--- src/rtl/rst_pkg.sv ---
// Shared types and constants for the register status table.
// Default geometry, entry layout and next-state priority codes.
package rst_pkg;

  localparam int RST_NUM_REGS = 32;
  localparam int RST_TAG_W    = 5;
  localparam int RST_NUM_RD   = 2;
  localparam int RST_NUM_CDB  = 2;
  localparam int RST_NUM_CKPT = 4;

  function automatic int ck_w(input int n);
    return (n > 1) ? $clog2(n) : 1;
  endfunction

  typedef struct packed {
    logic                 valid;
    logic [RST_TAG_W-1:0] tag;
  } rst_entry_t;

  typedef enum logic [1:0] {
    PRI_NORM  = 2'd0,
    PRI_REST  = 2'd1,
    PRI_FLUSH = 2'd2
  } rst_pri_e;

endpackage

--- src/rtl/rst_ckpt_if.sv ---
// Dispatch/CDB/checkpoint bundle between issue logic and the status table.
// master = issue side, slave = table.
interface rst_ckpt_if
  import rst_pkg::*;
#(
  parameter int NUM_REGS = RST_NUM_REGS,
  parameter int TAG_W    = RST_TAG_W,
  parameter int NUM_RD   = RST_NUM_RD,
  parameter int NUM_CDB  = RST_NUM_CDB,
  parameter int NUM_CKPT = RST_NUM_CKPT
);
  localparam int ADDR_W = $clog2(NUM_REGS);
  localparam int CK_W   = ck_w(NUM_CKPT);

  logic [NUM_RD*ADDR_W-1:0] rd_addr;
  logic [NUM_RD*TAG_W-1:0]  rd_tag;
  logic [NUM_RD-1:0]        rd_valid;
  logic                     wr_en;
  logic [ADDR_W-1:0]        wr_addr;
  logic [TAG_W-1:0]         wr_tag;
  logic [NUM_CDB-1:0]       cdb_valid;
  logic [NUM_CDB*TAG_W-1:0] cdb_tag;
  logic [NUM_REGS-1:0]      clr_vec;
  logic                     flush;
  logic                     ckpt_save;
  logic [CK_W-1:0]          ckpt_save_id;
  logic                     ckpt_rest;
  logic [CK_W-1:0]          ckpt_rest_id;
  logic                     ckpt_free;
  logic [CK_W-1:0]          ckpt_free_id;
  logic [NUM_CKPT-1:0]      ckpt_live;
  logic                     ckpt_err;

  modport master (
    output rd_addr, wr_en, wr_addr, wr_tag,
    output cdb_valid, cdb_tag, flush,
    output ckpt_save, ckpt_save_id,
    output ckpt_rest, ckpt_rest_id,
    output ckpt_free, ckpt_free_id,
    input  rd_tag, rd_valid, clr_vec,
    input  ckpt_live, ckpt_err
  );

  modport slave (
    input  rd_addr, wr_en, wr_addr, wr_tag,
    input  cdb_valid, cdb_tag, flush,
    input  ckpt_save, ckpt_save_id,
    input  ckpt_rest, ckpt_rest_id,
    input  ckpt_free, ckpt_free_id,
    output rd_tag, rd_valid, clr_vec,
    output ckpt_live, ckpt_err
  );

endinterface

--- src/rtl/rst_cdb_match.sv ---
// Flags every pending entry of one table image whose tag
// is broadcast on any valid CDB channel (full-tag compare).
module rst_cdb_match #(
  parameter int NUM_REGS = 32,
  parameter int TAG_W    = 5,
  parameter int NUM_CDB  = 2
) (
  input  logic [NUM_REGS-1:0]            valid_i,
  input  logic [NUM_REGS-1:0][TAG_W-1:0] tag_i,
  input  logic [NUM_CDB-1:0]             cdb_valid_i,
  input  logic [NUM_CDB*TAG_W-1:0]       cdb_tag_i,
  output logic [NUM_REGS-1:0]            clr_o
);

  always_comb begin
    clr_o = '0;
    for (int e = 0; e < NUM_REGS; e++) begin
      for (int c = 0; c < NUM_CDB; c++) begin
        if (valid_i[e] && cdb_valid_i[c] &&
            tag_i[e] == cdb_tag_i[c*TAG_W +: TAG_W])
          clr_o[e] = 1'b1;
      end
    end
  end

endmodule

--- src/rtl/rst_ckpt.sv ---
// Register status table with CDB clears and branch checkpoints.
// Live slots track CDB clears so a restore never revives a retired tag.
module rst_ckpt
  import rst_pkg::*;
#(
  parameter int NUM_REGS  = RST_NUM_REGS,
  parameter int TAG_W     = RST_TAG_W,
  parameter int NUM_RD    = RST_NUM_RD,
  parameter int NUM_CDB   = RST_NUM_CDB,
  parameter int NUM_CKPT  = RST_NUM_CKPT,
  parameter bit ZERO_HARD = 1'b1
) (
  input logic         clock,
  input logic         reset,
  rst_ckpt_if.slave   bus
);

  localparam int ADDR_W = $clog2(NUM_REGS);

  typedef logic [NUM_REGS-1:0]            vld_t;
  typedef logic [NUM_REGS-1:0][TAG_W-1:0] tags_t;

  vld_t                 vld_q, vld_d;
  tags_t                tag_q, tag_d;
  vld_t  [NUM_CKPT-1:0] sv_q, sv_d;
  tags_t [NUM_CKPT-1:0] st_q, st_d;
  logic  [NUM_CKPT-1:0] live_q, live_d;
  logic                 err_q, err_d;

  vld_t                 m_live;
  vld_t  [NUM_CKPT-1:0] m_slot;
  vld_t                 wr_dec;
  vld_t                 clr;
  logic                 wr_ok;
  rst_pri_e             pri;

  rst_cdb_match #(
    .NUM_REGS(NUM_REGS), .TAG_W(TAG_W), .NUM_CDB(NUM_CDB)
  ) u_live (
    .valid_i    (vld_q),
    .tag_i      (tag_q),
    .cdb_valid_i(bus.cdb_valid),
    .cdb_tag_i  (bus.cdb_tag),
    .clr_o      (m_live)
  );

  for (genvar k = 0; k < NUM_CKPT; k++) begin : g_slot
    rst_cdb_match #(
      .NUM_REGS(NUM_REGS), .TAG_W(TAG_W), .NUM_CDB(NUM_CDB)
    ) u_slot (
      .valid_i    (sv_q[k]),
      .tag_i      (st_q[k]),
      .cdb_valid_i(bus.cdb_valid),
      .cdb_tag_i  (bus.cdb_tag),
      .clr_o      (m_slot[k])
    );
  end

  always_comb begin
    wr_dec = '0;
    if (bus.wr_en)
      wr_dec[bus.wr_addr] = 1'b1;
  end

  assign clr   = m_live & ~wr_dec;
  assign wr_ok = bus.wr_en &&
                 !(ZERO_HARD && bus.wr_addr == '0);

  always_comb begin
    pri = PRI_NORM;
    if (bus.flush)
      pri = PRI_FLUSH;
    else if (bus.ckpt_rest && live_q[bus.ckpt_rest_id])
      pri = PRI_REST;
  end

  always_comb begin
    vld_d  = vld_q & ~clr;
    tag_d  = tag_q;
    live_d = live_q;
    err_d  = 1'b0;
    for (int k = 0; k < NUM_CKPT; k++) begin
      sv_d[k] = sv_q[k] & ~m_slot[k];
      st_d[k] = st_q[k];
    end
    if (wr_ok) begin
      vld_d[bus.wr_addr] = 1'b1;
      tag_d[bus.wr_addr] = bus.wr_tag;
    end
    unique case (pri)
      PRI_FLUSH: begin
        vld_d  = '0;
        tag_d  = tag_q;
        live_d = '0;
        sv_d   = '0;
      end
      PRI_REST: begin
        vld_d = sv_q[bus.ckpt_rest_id] &
                ~m_slot[bus.ckpt_rest_id];
        tag_d = st_q[bus.ckpt_rest_id];
        err_d = bus.ckpt_save;
        if (bus.ckpt_free)
          live_d[bus.ckpt_free_id] = 1'b0;
      end
      default: begin
        // any restore reaching here targeted a dead slot
        err_d = bus.ckpt_rest;
        if (bus.ckpt_free)
          live_d[bus.ckpt_free_id] = 1'b0;
        if (bus.ckpt_save) begin
          live_d[bus.ckpt_save_id] = 1'b1;
          sv_d[bus.ckpt_save_id]   = vld_d;
          st_d[bus.ckpt_save_id]   = tag_d;
        end
      end
    endcase
  end

  always_ff @(posedge clock or negedge reset) begin
    if (!reset) begin
      vld_q  <= '0;
      tag_q  <= '0;
      sv_q   <= '0;
      st_q   <= '0;
      live_q <= '0;
      err_q  <= 1'b0;
    end else begin
      vld_q  <= vld_d;
      tag_q  <= tag_d;
      sv_q   <= sv_d;
      st_q   <= st_d;
      live_q <= live_d;
      err_q  <= err_d;
    end
  end

  always_comb begin
    bus.rd_tag   = '0;
    bus.rd_valid = '0;
    for (int p = 0; p < NUM_RD; p++) begin
      bus.rd_tag[p*TAG_W +: TAG_W] =
        tag_q[bus.rd_addr[p*ADDR_W +: ADDR_W]];
      bus.rd_valid[p] =
        vld_q[bus.rd_addr[p*ADDR_W +: ADDR_W]] &
        ~m_live[bus.rd_addr[p*ADDR_W +: ADDR_W]];
    end
  end

  assign bus.clr_vec   = clr;
  assign bus.ckpt_live = live_q;
  assign bus.ckpt_err  = err_q;

endmodule

--- src/flat_wrapper.sv ---
// flat-port wrapper written by rule: the top's interface ports become plain ports
module rst_ckpt_flat import rst_pkg::*;
#(
  parameter int NUM_REGS  = RST_NUM_REGS,
  parameter int TAG_W     = RST_TAG_W,
  parameter int NUM_RD    = RST_NUM_RD,
  parameter int NUM_CDB   = RST_NUM_CDB,
  parameter int NUM_CKPT  = RST_NUM_CKPT,
  parameter bit ZERO_HARD = 1'b1
)
  (clock, reset, bus_rd_addr, bus_wr_en, bus_wr_addr, bus_wr_tag, bus_cdb_valid, bus_cdb_tag, bus_flush, bus_ckpt_save, bus_ckpt_save_id, bus_ckpt_rest, bus_ckpt_rest_id, bus_ckpt_free, bus_ckpt_free_id, bus_rd_tag, bus_rd_valid, bus_clr_vec, bus_ckpt_live, bus_ckpt_err);
  rst_ckpt_if #(.NUM_REGS(NUM_REGS), .TAG_W(TAG_W), .NUM_RD(NUM_RD), .NUM_CDB(NUM_CDB), .NUM_CKPT(NUM_CKPT)) bus_i ();
  input logic clock;
  input logic reset;
  input wire logic [$bits(bus_i.rd_addr)-1:0] bus_rd_addr;
  input wire logic [$bits(bus_i.wr_en)-1:0] bus_wr_en;
  input wire logic [$bits(bus_i.wr_addr)-1:0] bus_wr_addr;
  input wire logic [$bits(bus_i.wr_tag)-1:0] bus_wr_tag;
  input wire logic [$bits(bus_i.cdb_valid)-1:0] bus_cdb_valid;
  input wire logic [$bits(bus_i.cdb_tag)-1:0] bus_cdb_tag;
  input wire logic [$bits(bus_i.flush)-1:0] bus_flush;
  input wire logic [$bits(bus_i.ckpt_save)-1:0] bus_ckpt_save;
  input wire logic [$bits(bus_i.ckpt_save_id)-1:0] bus_ckpt_save_id;
  input wire logic [$bits(bus_i.ckpt_rest)-1:0] bus_ckpt_rest;
  input wire logic [$bits(bus_i.ckpt_rest_id)-1:0] bus_ckpt_rest_id;
  input wire logic [$bits(bus_i.ckpt_free)-1:0] bus_ckpt_free;
  input wire logic [$bits(bus_i.ckpt_free_id)-1:0] bus_ckpt_free_id;
  output wire logic [$bits(bus_i.rd_tag)-1:0] bus_rd_tag;
  output wire logic [$bits(bus_i.rd_valid)-1:0] bus_rd_valid;
  output wire logic [$bits(bus_i.clr_vec)-1:0] bus_clr_vec;
  output wire logic [$bits(bus_i.ckpt_live)-1:0] bus_ckpt_live;
  output wire logic [$bits(bus_i.ckpt_err)-1:0] bus_ckpt_err;
  assign bus_i.rd_addr = bus_rd_addr;
  assign bus_i.wr_en = bus_wr_en;
  assign bus_i.wr_addr = bus_wr_addr;
  assign bus_i.wr_tag = bus_wr_tag;
  assign bus_i.cdb_valid = bus_cdb_valid;
  assign bus_i.cdb_tag = bus_cdb_tag;
  assign bus_i.flush = bus_flush;
  assign bus_i.ckpt_save = bus_ckpt_save;
  assign bus_i.ckpt_save_id = bus_ckpt_save_id;
  assign bus_i.ckpt_rest = bus_ckpt_rest;
  assign bus_i.ckpt_rest_id = bus_ckpt_rest_id;
  assign bus_i.ckpt_free = bus_ckpt_free;
  assign bus_i.ckpt_free_id = bus_ckpt_free_id;
  assign bus_rd_tag = bus_i.rd_tag;
  assign bus_rd_valid = bus_i.rd_valid;
  assign bus_clr_vec = bus_i.clr_vec;
  assign bus_ckpt_live = bus_i.ckpt_live;
  assign bus_ckpt_err = bus_i.ckpt_err;
  rst_ckpt #(.NUM_REGS(NUM_REGS), .TAG_W(TAG_W), .NUM_RD(NUM_RD), .NUM_CDB(NUM_CDB), .NUM_CKPT(NUM_CKPT), .ZERO_HARD(ZERO_HARD)) u_core (.clock(clock), .reset(reset), .bus(bus_i));
endmodule
--- config.mk ---
export PLATFORM = sky130hd
export DESIGN_NAME = rst_ckpt_flat
export DESIGN_NICKNAME = d
export VERILOG_FILES = /design/src/rtl/rst_pkg.sv /design/src/rtl/rst_ckpt_if.sv /design/src/rtl/rst_cdb_match.sv /design/src/rtl/rst_ckpt.sv /design/src/flat_wrapper.sv
export SDC_FILE = /design/constraint.sdc
export NUM_CORES = 2
export LEC_CHECK = 0
export BUFFER_PORTS_ARGS = -buffer_cell sky130_fd_sc_hd__buf_4
export CAP_MARGIN = 10
export CORE_MARGIN = 4
export CORE_UTILIZATION = 30
export DETAILED_ROUTE_END_ITERATION = 10
export SLEW_MARGIN = 20
export SYNTH_ARGS = -nofsm -noshare
export SYNTH_HDL_FRONTEND = slang
export SYNTH_SLANG_ARGS = --single-unit
export TNS_END_PERCENT = 1
--- constraint.sdc ---
create_clock -name clock -period 2.18 [get_ports clock]
set_input_delay 0.218 -clock clock [delete_from_list [all_inputs] [get_ports clock]]
set_output_delay 0.218 -clock clock [all_outputs]
set_load 0.005 [all_outputs]
==> Word level (Yosys, flattened, before mapping) <==
Cells that the tools add are included.
{ "totals": {"in_bits": 45, "output_inout_bits": 49, "register_bits": 965, "elab_cells": 1539} }
{ "classes": {"n_eq_ne": 322, "mux": 369, "magnitude_cmp": 9, "bitwise": 23, "n_reduce_logical": 649} }
{ "op_table": {"columns": ["operator", "count"], "rows": [
  ["equality test 5 bit", 320],
  ["logical AND 1 bit", 645],
  ["bitwise mux 640 bit", 1],
  ["two-way mux 160 bit", 3],
  ["two-way mux 1 bit", 329],
  ["binary-select mux 160 bit (select 2 bit)", 1],
  ["demux 160 bit (select 2 bit)", 1],
  ["case mux 160 bit (2 select lines)", 1],
  ["case mux 128 bit (2 select lines)", 1],
  ["bitwise AND 32 bit", 7],
  ["NOT 32 bit", 7],
  ["bitwise mux 160 bit", 1],
  ["two-way mux 32 bit", 5],
  ["binary-select mux 32 bit (select 2 bit)", 2],
  ["bitwise mux 128 bit", 1],
  ["two-way mux 128 bit", 1],
  ["demux 32 bit (select 2 bit)", 1],
  ["case mux 32 bit (2 select lines)", 1],
  ["binary-select mux 5 bit (select 5 bit)", 2],
  ["bitwise OR 32 bit", 1],
  ["demux 5 bit (select 5 bit)", 1],
  ["binary-select mux 1 bit (select 5 bit)", 4],
  ["< comparator 5 x 6 -> 1 bit, second input constant", 3],
  ["two-way mux 5 bit", 3],
  ["21 further kinds", 30]
]} }

==> Depth between registers and ports, before layout <==
{ "depth": {"ltp_word": 14, "depth_mapped": 11, "ltp_nobuf": 8} }

==> Cells and area by module <==
A second synthesis with hierarchy kept.
{ "hier_totals": {"cells_unflattened": 6728, "area_unflattened_um2": 67463.5} }
{ "by_module_without_submodules": {"columns": ["module", "cells_each", "area_each_um2", "n_inst", "seq_area_each_um2"], "rows": [
  ["rst_ckpt", 4098, 46336.9, 1, 24148.2],
  ["rst_cdb_match", 526, 4225.3, 5, 0.0]
]} }

==> Worst setup path after synthesis <==
OpenSTA, ideal clock, no wires.
{ "synth_path": {"kind": "input to output", "startpoint": "input port bus_rd_addr[0]", "endpoint": "output port bus_rd_tag[3]", "required_ps": 1962, "arrival_time_ps": 2172, "n_path_buf": 2, "setup_slack_ps": -210, "cell_stages": 5, "path_cell_list": "buf_2 > clkbuf_1 > mux4_2 > mux4_2 > mux2_2"} }
{ "synth_via": {"elab_chain_cells": 2} }
{ "synth_lines": {"columns": ["element", "line", "text"], "rows": [
  ["start, declared", "flat_wrapper.sv:15", "input wire logic [$bits(bus_i.rd_addr)-1:0] bus_rd_addr;"],
  ["binary-select mux 5 bit (select 5 bit)", "rst_ckpt.sv:142", "tag_q[bus.rd_addr[p*ADDR_W +: ADDR_W]];"],
  ["two-way mux 5 bit (implied by the code)", "rst_ckpt.sv:142", null],
  ["end, declared", "flat_wrapper.sv:28", "output wire logic [$bits(bus_i.rd_tag)-1:0] bus_rd_tag;"]
]} }
Every way passes these cells. The select of a mux whose other input is x is not followed.

==> Worst setup path after layout <==
{ "layout_path": {"startpoint": "register u_core.tag_q[5] (netlist name)", "endpoint": "output port bus_rd_valid[0]"} }
{ "layout_via": {"elab_chain_cells": 8, "word_cells_on_any_way": 10, "cone_classes": "eq/ne: 2; mux: 4; bitwise: 2; reduce/logical: 2"} }
{ "layout_lines": {"columns": ["element", "line", "text"], "rows": [
  ["start, declared", "rst_ckpt.sv:24", "tags_t tag_q, tag_d;"],
  ["start signal, assigned", "rst_ckpt.sv:129", "tag_q <= tag_d;"],
  ["equality test 5 bit", "rst_cdb_match.sv:20", "tag_i[e] == cdb_tag_i[c*TAG_W +: TAG_W])"],
  ["logical AND 1 bit", "rst_cdb_match.sv:19", "if (valid_i[e] && cdb_valid_i[c] &&"],
  ["two-way mux 1 bit", "rst_cdb_match.sv:19", null],
  ["two-way mux 1 bit *", "rst_cdb_match.sv:19", null],
  ["binary-select mux 1 bit (select 5 bit) *", "rst_ckpt.sv:145", "~m_live[bus.rd_addr[p*ADDR_W +: ADDR_W]];"],
  ["two-way mux 1 bit (implied by the code) *", "rst_ckpt.sv:145", null],
  ["NOT 1 bit *", "rst_ckpt.sv:145", null],
  ["bitwise AND 1 bit *", "rst_ckpt.sv:144", "vld_q[bus.rd_addr[p*ADDR_W +: ADDR_W]] &"],
  ["end, declared", "flat_wrapper.sv:29", "output wire logic [$bits(bus_i.rd_valid)-1:0] bus_rd_valid;"]
]} }
Every way passes the cells marked *; elsewhere a longest branch is shown, timed or not. The select of a mux whose other input is x is not followed.

==> flow_metrics.env <==
export IMPL_synth_seq_area_share_pct=36.6
export IMPL_crit_family="compound AO/OA/AOI/OAI gates"
export IMPL_setup_ws_ns=-1.37
export IMPL_cts_root_buffer="clkbuf_16"
export IMPL_synth_cell_types=51
export IMPL_status="finished with violations"
export IMPL_cts_buffers=109
export IMPL_worstPathRequired_ns=1.96
export IMPL_io_pins=94
export IMPL_syn_area_per_cell_sq_um=9.82
export IMPL_p_leak_uw=0.0334
export IMPL_start_util_pct=30.3
export IMPL_clk_pin_slew_worst_paths_ns=0.06
export IMPL_dp_hpwl_mm=186
export IMPL_ys_flop_type="dfrtp_1"
export IMPL_path_cells="xnor2_2 -> nand4_1 -> o22a_1 -> mux4_2 -> or3_1 -> o211ai_1 -> a21o_1 -> o221ai_1 -> buf_4 -> buf_6"
export IMPL_yosysWarnings=0
export IMPL_fmax_mhz=282
export IMPL_drv_cap=0
export IMPL_yosys_area_top_type="dfrtp_1"
export IMPL_worst_setup_path_end_kind="output pin"
export IMPL_critPathArrivalTime_ns=3.33
export IMPL_slew_headroom_pct=38.6
export IMPL_mappedNetlistArea_sq_um=66000
export IMPL_drtPass1Iterations=6
export IMPL_synth_seq_cells=965
export IMPL_power_uw=94400
export IMPL_design_area_sq_um=82700
export IMPL_final_hold_viol_count=0
export IMPL_synth_edff_count=0
export IMPL_drive_gt1_share_pct=27.8
export IMPL_whs_path_depth=4
export IMPL_r2r_start="u_core.bus.ckpt_live[3]"
export IMPL_rr_endpoint="u_core.st_q[635]"
export IMPL_powerDensity_nw_per_um2=1140
export IMPL_criticalPathCategory="reg -> out"
export IMPL_routed_via_density=5.48
export IMPL_wl_mm=257
export IMPL_fin_crit_ns=3.55
export IMPL_cts_sinks=965
export IMPL_ir_drop_v=0.000698
export IMPL_drt_iter0_drc=5778
export IMPL_skew_ns=0.0512
export IMPL_slowest_stage="dfrtp_2"
export IMPL_rows=171
export IMPL_start_kind="flop"
export IMPL_critPathBufInv=2
export IMPL_antenna_found_initial=12
export IMPL_rsz0062_at_grt="yes"
export IMPL_grt_total_usage_pct=22.0
export IMPL_worst_r2r_cell_count=8
export IMPL_cts_tree="done"
export IMPL_dpl_cell_count=10200
export IMPL_grt_overflow=0
export IMPL_vias=57300
export IMPL_place_area_sq_um=77400
export IMPL_async_flop_share_pct=100
export IMPL_grt_start_max_net_pins=108
export IMPL_cts_max_level=3
export IMPL_cpPeakStageDelay_ns=0.45
export IMPL_wire_per_inst_um=24.6
export IMPL_clockBufferDepth=3
export IMPL_syn_to_final_growth_pct=25.4
export IMPL_fin_nets=7550
export IMPL_core_area_sq_um=218000
export IMPL_grt_pass1_vias=57800
export IMPL_finalCritPeriodShare_pct=163
export IMPL_final_setup_tns_ns=-29.27
export IMPL_port_buffers=93
export IMPL_tightestPinTransition_ns=0.922
export IMPL_drc=0
export IMPL_hold_start="bus_wr_tag[1]"
export IMPL_holdCritPathClass="in -> reg"
export IMPL_final_max_slew_viol_count=0
export IMPL_hold_end="u_core.st_q[86]"
export IMPL_gp_congestion=0.986
export IMPL_setup_viol=110
export IMPL_synth_top_cell_area_share_pct=36.6
export IMPL_die_area_sq_um=228000
export IMPL_nFillCells=21100
export IMPL_antenna_left=0
export IMPL_crit_cells=10
export IMPL_violations="setup timing"
export IMPL_synthCells=6716
export IMPL_crit_path_max_fanout=4
export IMPL_clk_latency_ns=0.81
export IMPL_grt_pass1_wl_mm=385
export IMPL_r2r_slack_ns=-0.10
export IMPL_fin_cells=10500
export IMPL_synthTopCellsByArea="dfrtp_1 (37%), xnor2_1 (14%), mux4_2 (11%)"
export IMPL_syn_nets=6761
export IMPL_die_y_um=477
export IMPL_die_x_um=477
## kinds of logic after synthesis
group | share of synthesized area (%)
AND/OR/NAND/NOR | 11.1
flip-flops | 36.6
multiplexers | 16.4
XOR/XNOR | 21.2
buffers and inverters | 4.36
AO/OA/AOI/OAI | 10.3
## cells in the final DEF (no fill, tap or decap), types with 49 or more instances in the layout
cell and n:
buf_4 1018, xnor2_1 975, dfrtp_1 890, nand2_1 648, xor2_1 576, nor2_1 549, a21oi_1 495, o21ai_0 465
mux4_2 319, nand4_1 177, mux2i_1 167, mux2_2 161, nor4_1 132, a31oi_1 129, buf_12 123, clkbuf_16 110
o21ai_1 82, dfrtp_2 75, buf_6 64, nand3_1 55, xnor2_2 49
## flip-flops by register name, summed over array words and instances (netlist names)
register / count
u_core.st_q: 640
u_core.tag_q: 160
u_core.sv_q: 128
u_core.vld_q: 32
u_core.bus.ckpt_live: 4
u_core.bus.ckpt_err: 1
## Yosys cell counts (2+ instances only)
cell	n
mux2_2	171
o211ai_1	3
clkbuf_1	188
buf_2	236
a41oi_1	16
nor3_1	4
o21ai_0	478
mux2i_1	168
buf_1	34
nand4_1	177
and3_1	2
and3b_1	2
a21o_1	3
a211oi_1	29
a31oi_1	129
nor2_1	576
nand2_1	652
nor3b_1	6
nand3b_1	10
and2_1	9
nand3_1	55
a22o_1	10
o21ai_2	5
nor4_1	146
nand2b_1	2
xnor2_1	1024
nor2_2	7
dfrtp_1	965
buf_6	36
mux4_2	319
a21oi_1	510
nor2b_1	5
o21ai_1	69
o2111ai_1	2
xor2_1	576
buf_4	61
or3_1	2
o22a_1	16
## what timing repair did
action	CTS	global route
buffers inserted	10	5
pin swaps	29	30
endpoints found under the setup margin	323	292
endpoints found under the hold margin	697	0
gates resized for setup	149	152
hold buffers	14	0
## how the worst max path moves through the flow
stage,startpoint,slack (ns),endpoint
after CTS,u_core.tag_q[7],-1.42,bus_rd_valid[0]
after detailed placement,bus_cdb_tag[5],-0.80,bus_rd_valid[1]
after global placement,bus_cdb_tag[5],-0.78,bus_rd_valid[1]
final,u_core.tag_q[5],-1.37,bus_rd_valid[0]
after global routing,u_core.tag_q[5],-1.41,bus_rd_valid[0]
after floorplan,u_core.tag_q[4],-0.04,bus_rd_valid[0]
## report_power, final
part / internal, uW / leakage, uW / switching, uW / total [uW]
Combinational: 21800 / 0.0198 / 17800 / 39600
Clock: 11700 / 0.00188 / 8340 / 20100
Sequential: 24200 / 0.0118 / 10500 / 34700
## final cells by class
type                       count  area [sq um]  area share, %
clock buffer                 145          3040           3.68
sequential                   965         24200           29.3
antenna                        6          15.0         0.0181
timing repair buffer        1233         11200           13.5
clock inverter                58           802          0.970
multi-input combinational   5196         39900           48.2
tap                         2854          3570           4.32
## worst register-to-register path, delay by kind of cell, from the launching register on
family / cells / cell delay (ns)
AO/OA/AOI/OAI: 1 / 0.13
buffers and inverters: 2 / 0.42
flip-flops: 1 / 0.37
AND/OR/NAND/NOR: 4 / 0.77
multiplexers: 1 / 0.50
## metal layers
| layer | routed length [um] | GRT usage (%) | vias up |
|---|---|---|---|
| li1 | - | - | 25100 |
| met1 | 108000 | 29.7 | 29000 |
| met2 | 114000 | 33.8 | 2625 |
| met3 | 20600 | 4.03 | 605 |
| met4 | 14600 | 11.2 | 2 |
| met5 | 13 | 0 | - |
## stage by stage
stage	hold slack (ns)	util, %	worst slack (ns)
after floorplan	-0.0776	-	-0.0439
after global placement	0.162	35.5	-0.785
after detailed placement	0.159	35.5	-0.804
after CTS	0.0489	37.6	-1.42
after global routing	0.0978	37.9	-1.41
final	0.0913	37.9	-1.37
Power figures use the tool's default switching activity.
